===== src/rtl/instr_fetch_stage.sv =====
// Instruction fetch stage: owns the PC, issues one outstanding I-memory request at a time
// and fills the IF/ID register. Define IF_MISALIGN_TRAP_EN to trap misaligned redirect targets.
module instr_fetch_stage #(
    parameter int                    inst_width = 32,
    parameter logic [inst_width-1:0] RESET_PC   = '0
) (
    input  logic                  clk,
    input  logic                  rst_n,
    output logic                  imem_req_valid,
    output logic [inst_width-1:0] imem_req_addr,
    input  logic                  imem_req_ready,
    input  logic                  imem_rsp_valid,
    input  logic [inst_width-1:0] imem_rsp_data,
    input  logic                  stall,
    input  logic                  redirect_valid,
    input  logic [inst_width-1:0] redirect_pc,
    output logic                  if_id_valid,
    output logic [inst_width-1:0] if_id_pc,
    output logic [inst_width-1:0] if_id_instr,
    output logic [inst_width-1:0] if_id_pc_plus4
`ifdef IF_MISALIGN_TRAP_EN
    ,
    output logic                  if_misalign
`endif
);

    localparam logic [inst_width-1:0] C_FOUR       = inst_width'(4);
    localparam logic [inst_width-1:0] C_ALIGN_MASK = ~inst_width'(3);

    typedef enum logic [1:0] {
        S_REQ,
        S_WAIT,
        S_HOLD
    } state_t;

    state_t                r_state, w_state_next;
    logic [inst_width-1:0] r_pc, r_req_pc, r_skid_pc, r_skid_instr;
    logic                  r_drop;
    logic                  r_if_id_valid;
    logic [inst_width-1:0] r_if_id_pc, r_if_id_instr, r_if_id_pc_plus4;

    logic                  w_req_fire, w_load, w_skid_wr, w_drop_next;
    logic                  w_misalign, w_trap_idle, w_trap_load;
    logic [inst_width-1:0] w_load_pc, w_load_instr, w_trap_instr;

    // Requests are held off while a flushed response is still owed by memory.
    assign imem_req_valid = rst_n && (r_state == S_REQ) && !r_drop;
    assign imem_req_addr  = r_pc;
    assign w_req_fire     = imem_req_valid && imem_req_ready;
    assign w_drop_next    = w_req_fire || (!imem_rsp_valid && ((r_state == S_WAIT) || r_drop));

    assign if_id_valid    = r_if_id_valid;
    assign if_id_pc       = r_if_id_pc;
    assign if_id_instr    = r_if_id_instr;
    assign if_id_pc_plus4 = r_if_id_pc_plus4;

`ifdef IF_MISALIGN_TRAP_EN
    logic r_trap_idle, r_trap_load, r_misalign;

    assign w_misalign   = redirect_valid && (redirect_pc[1:0] != 2'b00);
    assign w_trap_idle  = r_trap_idle;
    assign w_trap_load  = r_trap_load;
    assign w_trap_instr = inst_width'(32'h0000_0013);
    assign if_misalign  = r_misalign;

    always_ff @(posedge clk or negedge rst_n) begin
        if (!rst_n) begin
            r_trap_idle <= 1'b0;
            r_trap_load <= 1'b0;
            r_misalign  <= 1'b0;
        end else if (redirect_valid) begin
            r_trap_idle <= w_misalign;
            r_trap_load <= w_misalign;
            r_misalign  <= 1'b0;
        end else begin
            r_trap_load <= 1'b0;
            if (w_load)
                r_misalign <= w_trap_load;
            else if (!stall)
                r_misalign <= 1'b0;
        end
    end
`else
    assign w_misalign   = 1'b0;
    assign w_trap_idle  = 1'b0;
    assign w_trap_load  = 1'b0;
    assign w_trap_instr = '0;
`endif

    always_comb begin
        w_state_next = r_state;
        w_load       = 1'b0;
        w_skid_wr    = 1'b0;
        w_load_pc    = r_req_pc;
        w_load_instr = imem_rsp_data;
        if (redirect_valid) begin
            w_state_next = w_misalign ? S_HOLD : S_REQ;
        end else begin
            case (r_state)
                S_REQ: begin
                    if (w_req_fire)
                        w_state_next = S_WAIT;
                end
                S_WAIT: begin
                    if (imem_rsp_valid) begin
                        if (!stall || !r_if_id_valid) begin
                            w_load       = 1'b1;
                            w_state_next = S_REQ;
                        end else begin
                            w_skid_wr    = 1'b1;
                            w_state_next = S_HOLD;
                        end
                    end
                end
                S_HOLD: begin
                    w_load_pc    = r_skid_pc;
                    w_load_instr = r_skid_instr;
                    // A pending trap word is delivered once, then fetch parks here.
                    if (w_trap_load) begin
                        w_load = 1'b1;
                    end else if (!w_trap_idle && !stall) begin
                        w_load       = 1'b1;
                        w_state_next = S_REQ;
                    end
                end
                default: w_state_next = S_REQ;
            endcase
        end
    end

    always_ff @(posedge clk or negedge rst_n) begin
        if (!rst_n) begin
            r_state          <= S_REQ;
            r_pc             <= RESET_PC;
            r_req_pc         <= '0;
            r_drop           <= 1'b0;
            r_skid_pc        <= '0;
            r_skid_instr     <= '0;
            r_if_id_valid    <= 1'b0;
            r_if_id_pc       <= '0;
            r_if_id_instr    <= '0;
            r_if_id_pc_plus4 <= '0;
        end else begin
            r_state <= w_state_next;
            if (redirect_valid) begin
                r_pc          <= redirect_pc & C_ALIGN_MASK;
                r_drop        <= w_drop_next;
                r_if_id_valid <= 1'b0;
                r_skid_pc     <= w_misalign ? redirect_pc : '0;
                r_skid_instr  <= w_misalign ? w_trap_instr : '0;
            end else begin
                if (w_req_fire) begin
                    r_pc     <= r_pc + C_FOUR;
                    r_req_pc <= r_pc;
                end
                if (imem_rsp_valid)
                    r_drop <= 1'b0;
                if (w_skid_wr) begin
                    r_skid_pc    <= r_req_pc;
                    r_skid_instr <= imem_rsp_data;
                end
                if (w_load) begin
                    r_if_id_valid    <= 1'b1;
                    r_if_id_pc       <= w_load_pc;
                    r_if_id_instr    <= w_load_instr;
                    r_if_id_pc_plus4 <= w_load_pc + C_FOUR;
                end else if (!stall) begin
                    r_if_id_valid <= 1'b0;
                end
            end
        end
    end

endmodule


===== config.mk =====
export PLATFORM = sky130hd
export DESIGN_NAME = instr_fetch_stage
export DESIGN_NICKNAME = d
export VERILOG_FILES = /design/src/rtl/instr_fetch_stage.sv
export SDC_FILE = /design/constraint.sdc
export NUM_CORES = 1
export LEC_CHECK = 0
export BUFFER_PORTS_ARGS = -buffer_cell sky130_fd_sc_hd__buf_2
export CAP_MARGIN = 15
export CORE_MARGIN = 4
export CORE_UTILIZATION = 55
export CTS_BUF_LIST = sky130_fd_sc_hd__clkbuf_4
export CTS_CLUSTER_SIZE = 14
export DETAILED_ROUTE_END_ITERATION = 12
export PLACE_DENSITY = 0.76
export REMOVE_ABC_BUFFERS = 1
export SYNTH_ARGS = -nofsm -noshare
export SYNTH_HDL_FRONTEND = slang
export SYNTH_SLANG_ARGS = --single-unit

===== constraint.sdc =====
create_clock -name clk -period 3.7 [get_ports clk]
set_input_delay 0.185 -clock clk [delete_from_list [all_inputs] [get_ports clk]]
set_output_delay 0.185 -clock clk [all_outputs]
set_load 0.02 [all_outputs]

; Yosys cells after proc, flatten, opt, wreduce, memory -nomap -nowiden
; Cells that the tools add are included.
[classes]
bitwise = 1
n_reduce_logical = 18
n_mux = 29
n_eq_ne = 6
add_sub_neg = 2
[op_table]
columns = operator, n
row1 = 2-to-1 mux 32 bit, 9
row2 = adder 32 x 3 -> 32 bit (second input constant), 2
row3 = 2-to-1 mux 1 bit, 13
row4 = 2-to-1 mux 2 bit, 5
row5 = != test 3 bit (second input constant), 3
row6 = case mux 2 bit (3 select lines), 1
row7 = nonzero test 2 bit, 3
row8 = logical AND 1 bit, 4
row9 = zero test 1 bit, 4
row10 = AND reduction 2 bit, 2
row11 = logical OR 1 bit, 3
row12 = != test 3 x 1 -> 1 bit (second input constant), 1
row13 = AND reduction 3 bit, 1
row14 = equality test 2 x 1 -> 1 bit (second input constant), 1
row15 = equality test 2 bit (second input constant), 1
row16 = zero test 2 bit, 1
row17 = case mux 1 bit (2 select lines), 1
row18 = NOT 1 bit, 1
[totals]
register_bits = 228

; Longest topological paths before layout
[depth]
depth_word = 8
ltp_mapped = 15
ltp_nobuf = 11

; Worst setup path before layout
; OpenSTA, ideal clock, no wires.
[synth_timing]
kind = reg-to-reg
from = register r_state[0]
to = register r_if_id_pc_plus4[26] (netlist: if_id_pc_plus4[26])
path_slack_ns = 0.624
path_buffers = 4
path_stages_with_launch = 15
synth_period_minus_slack_ns = 3.076
arrival_ns = 3.002
path_cell_list = dfrtp_1 inv_1 ha_1 buf_4 and2b_2 buf_4 buf_2 buf_2 nand2_1 nand2_1 ha_1 o2111ai_4 or4_1 a32o_1 o21ai_2
[synth_via]
elab_chain_len = 4
word_cells_on_any_way = 8
[synth_rtl]
columns = element, line_no
row1 = start: declaration, 36  ; state_t r_state, w_state_next;
row2 = start signal: assignment, 144  ; r_state <= w_state_next;
row3 = equality test 2 bit, 99  ; case (r_state)
row4 = 2-to-1 mux 32 bit, 99
row5 = 2-to-1 mux 32 bit, 96  ; if (redirect_valid) begin
row6 = via w_load_pc[2], 44  ; logic [inst_width-1:0] w_load_pc, w_load_instr, w_trap_instr;
row7 = adder 32 x 3 -> 32 bit, 166  ; r_if_id_pc_plus4 <= w_load_pc + C_FOUR;
row8 = end signal: assignment, 166
row9 = end: declaration, 40  ; logic [inst_width-1:0] r_if_id_pc, r_if_id_instr, r_if_id_pc_plus4;
; The timed path passes the listed nets, and every way through them passes these cells.
; A chain may end at the register's enable or synchronous reset.

; Final worst setup path
[layout_timing]
from = register r_state[0]
to = register r_if_id_pc_plus4[29] (netlist: if_id_pc_plus4[29])
[layout_via]
elab_chain_len = 4
word_cells_on_any_way = 8
[layout_rtl]
columns = element, line_no
row1 = equality test 2 bit or equality test 2 x 1 -> 1 bit (tied branches), 99
row2 = 2-to-1 mux 32 bit or case mux 1 bit (2 select lines) (tied branches), 99
row3 = 2-to-1 mux 32 bit or 2-to-1 mux 1 bit (tied branches), 96
row4 = adder 32 x 3 -> 32 bit or AND reduction 2 bit (tied branches), n/a
; Several ways; a longest one is shown, not always the timed one.

==> metrics.md <==
| Metric | Value |
|---|---|
| Synth Area per Inst | roughly 9.6 um^2 |
| Syn Std Cell Area | roughly 10000 um^2 |
| Number of global-route vias before repair | 8996 |
| Clock Latency Late Sink | 0.68 ns |
| Clock input transition at the sequential cells of the worst setup and hold paths | ~0.06 ns |
| Yosys warns | 0 |
| Peak Freq | approximately 340 MHz |
| Clock buffer count from CTS | 58 |
| Final Hold Vio Count | 0 |
| DRC | 0 |
| Clock skew | a little under 0.04 ns |
| Critical Path End Type | register |
| Layout cell share with drive strength beyond 1 | 25.1% |
| Initial antenna violation count | 2 |
| # rows | 50 |
| CTS tree | built |
| Postcts setup bufs | 0 |
| Final Max Slew Viols | 0 |
| Data required time of the critical path | about 4.3 ns |
| Starting density of the core | 55.8% |
| RSZ-0062 raised after global routing | false |
| CP Max Fanout | 15 |
| Die width | 146 um |
| P_leak | 0.00621 uW |
| Startpoint types | register |
| # clock sinks | 220 |
| Finished Cell Area | around 13000 um^2 |
| Outcome | finished clean |
| Count leader, synth | nand2_1 |
| Placed cell areas | 11600 um^2 |
| Final period util | about four fifths |
| Arrival time at the worst endpoint | around 3.5 ns |
| Seq/Total Area, Yosys | 52.7% |
| Setup_tns | 0 ns |
| Slew @ Worst Pin | ~0.98 ns |
| VDD IR max | 0.000294 V |
| Vias | 9033 |
| Die Y | approximately 150 um |
| Root Driver | clkbuf_4 |
| Hold slack | 0.115 ns |
| Synth cell count leaders | nand2_1, dfrtp_1, o21ai_0, a21oi_1, mux2i_1 |
| Hold crit path type | input pin to register |
| Final wirelength | 27100 um |
| CP Class | register to register |
| Max-Cap Viols | 0 |
| Routed length per instance | 16.3 um |
| Top-area cell type share of the netlist area | 52.7% |
| Most area-hungry cell type in the Yosys netlist | dfrtp_1 |
| Overall routing resource usage | 25.4% |
| Max_slew headroom | 34.6% |
| Synth top area cells | dfrtp_1, nand2_1, mux2i_1, o21ai_0, mux2_2 |
| #FFs+latches synth | between 200 and 250 |
| Yosys cell types | 57 |
| Area grow syn2layout | 26.4% |
| Core Area | 18700 um^2 |
| Post_cts resized | 0 |
| Most common flop cell mapped by yosys | dfrtp_1 |
| I/O Buffers | 195 |
| Total power | 6190 uW |
| Syn Inst Count | 1088 |
| CTS H-tree lvls | 2 |
| Final setup fails | 0 |
| Crit path time final | ~3 ns |
| Worst-case clock buffer depth | 3 |
| Post-synth EDFFs | 0 |
| Die area | about 21000 um^2 |
| GR Overflow Total | 0 |
| CTS Hold Bufs | 90 |
| Drt pass-1 iters | 5 |
| RePlAce Congestion | 0.823 |
| DR vias/cell | between 5 and 6 |
| Nets | 1461 |
| Detail Placement HPWL | between 15000 and 20000 um |
| DRT antenna net count | 0 |
| Synth async-reset ratio | 100% |
| Initial DRC count | 610 |
| Pwr dens | 469 nW/um^2 |
| Pin count of the biggest net entering global routing | 81 |
| Filler cell count | 1406 |
| I/O pin count | 200 |
| First-pass GRT wire length | 45100 um |
[placed cells by master (no fill, tap or decap), types with 3 or more instances in the layout]
master | synthesis | layout
inv_1 | 7 | 7
o21ai_1 | 4 | 4
nor3_1 | 8 | 8
nand2_1 | 315 | 315
clkinv_1 | 0 | 18
nor4_1 | 3 | 3
ha_1 | 5 | 4
dfrtp_1 | 220 | 220
o31ai_1 | 6 | 6
mux2i_2 | 3 | 3
xnor2_1 | 21 | 21
and3_1 | 21 | 21
and4_1 | 4 | 4
mux2_2 | 38 | 38
clkbuf_4 | 0 | 80
nand4_1 | 9 | 9
o21ai_0 | 102 | 102
mux2i_4 | 3 | 3
nor3b_1 | 3 | 3
nand3_1 | 26 | 26
buf_2 | 8 | 193
mux2i_1 | 57 | 57
xor2_1 | 29 | 29
a31oi_1 | 3 | 3
nor2_1 | 26 | 24
buf_4 | 7 | 18
dlygate4sd3_1 | 0 | 90
a21oi_1 | 70 | 70
[per-layer routing]
metal  routed length, um  share of wire, %  track usage [%]  vias to the layer above
li1                    -                 -                -                     4331
met5                   0                 0                0                        -
met4                 838               3.1             10.4                        0
met2               13100                48             40.9                      296
met1               11500                42             33.5                     4339
met3                1640               6.1             5.89                       67
[final cells by class]
cell class                      instances  area [um^2]  share of cell area (%)
Antenna cell                            2         5.00                  0.0379
Clock buffer                           80          601                    4.55
Tap cell                              234          293                    2.22
Timing Repair Buffer                  304         2060                    15.6
Multi-Input combinational cell        795         4630                    35.1
Clock inverter                         21         83.8                   0.635
Inverter                                7         26.3                   0.199
Sequential cell                       220         5510                    41.7
[final timing paths]
check                                         startpoint                        endpoint  slack (ns)  cells past startpoint
worst min register to register  if_id_pc[27]$_DFFE_PN0P_        if_id_pc[27]$_DFFE_PN0P_        0.47                      2
worst max register to register    r_state[0]$_DFFE_PN0P_  if_id_pc_plus4[29]$_DFFE_PN0P_        0.75                      9
worst min-delay path                      imem_req_ready          r_state[0]$_DFFE_PN0P_        0.11                      5
max in group asynchronous                          rst_n    r_skid_instr[13]$_DFFE_PN0P_        1.80                      4
min in group asynchronous                          rst_n    imem_req_addr[6]$_DFFE_PN0P_        0.36                      3
worst max-delay path              r_state[0]$_DFFE_PN0P_  if_id_pc_plus4[29]$_DFFE_PN0P_        0.75                      9
[sequential cells by signal, indices dropped and copies added (netlist names)]
name / cells
if_id_pc: 31
if_id_instr: 32
r_req_pc: 30
r_skid_pc: 31
r_drop: 1
r_skid_instr: 32
imem_req_addr: 30
if_id_valid: 1
if_id_pc_plus4: 30
r_state: 2
[power by group]
part           switching [uW]  leakage (uW)  total [uW]  internal (uW)
combinational             742       0.00286        1270            524
sequential                268       0.00295        2950           2680
clock                     978      0.000405        1970            995
[critical path, cell delays in order (launching register included)]
cell	delay, ns
dfrtp_1	0.38
inv_1	0.08
ha_2	0.24
nand2b_2	0.18
buf_4	0.30
mux2i_2	0.37
o211ai_1	0.39
nor4_4	0.51
a21oi_1	0.14
o31ai_1	0.25
[per-stage QoR]
step | util [%] | cells | setup slack [ns]
after CTS | 70.6 | 1661 | 0.774
final | 70.6 | 1663 | 0.751
after floorplan | - | 1022 | -0.773
after global placement | 62.1 | 1470 | 0.836
after detailed placement | 62.1 | 1470 | 0.787
after global routing | 70.6 | 1663 | 0.550
[cell families after synthesis]
family / share of synthesized area (%)
other cells: 0.0359
xor+xnor: 4.19
simple gates: 18.2
mux: 10.6
fa+ha+maj: 0.599
buf+inv: 3.15
flops: 52.7
compound gates: 10.5
Power figures use the tool's default switching activity.
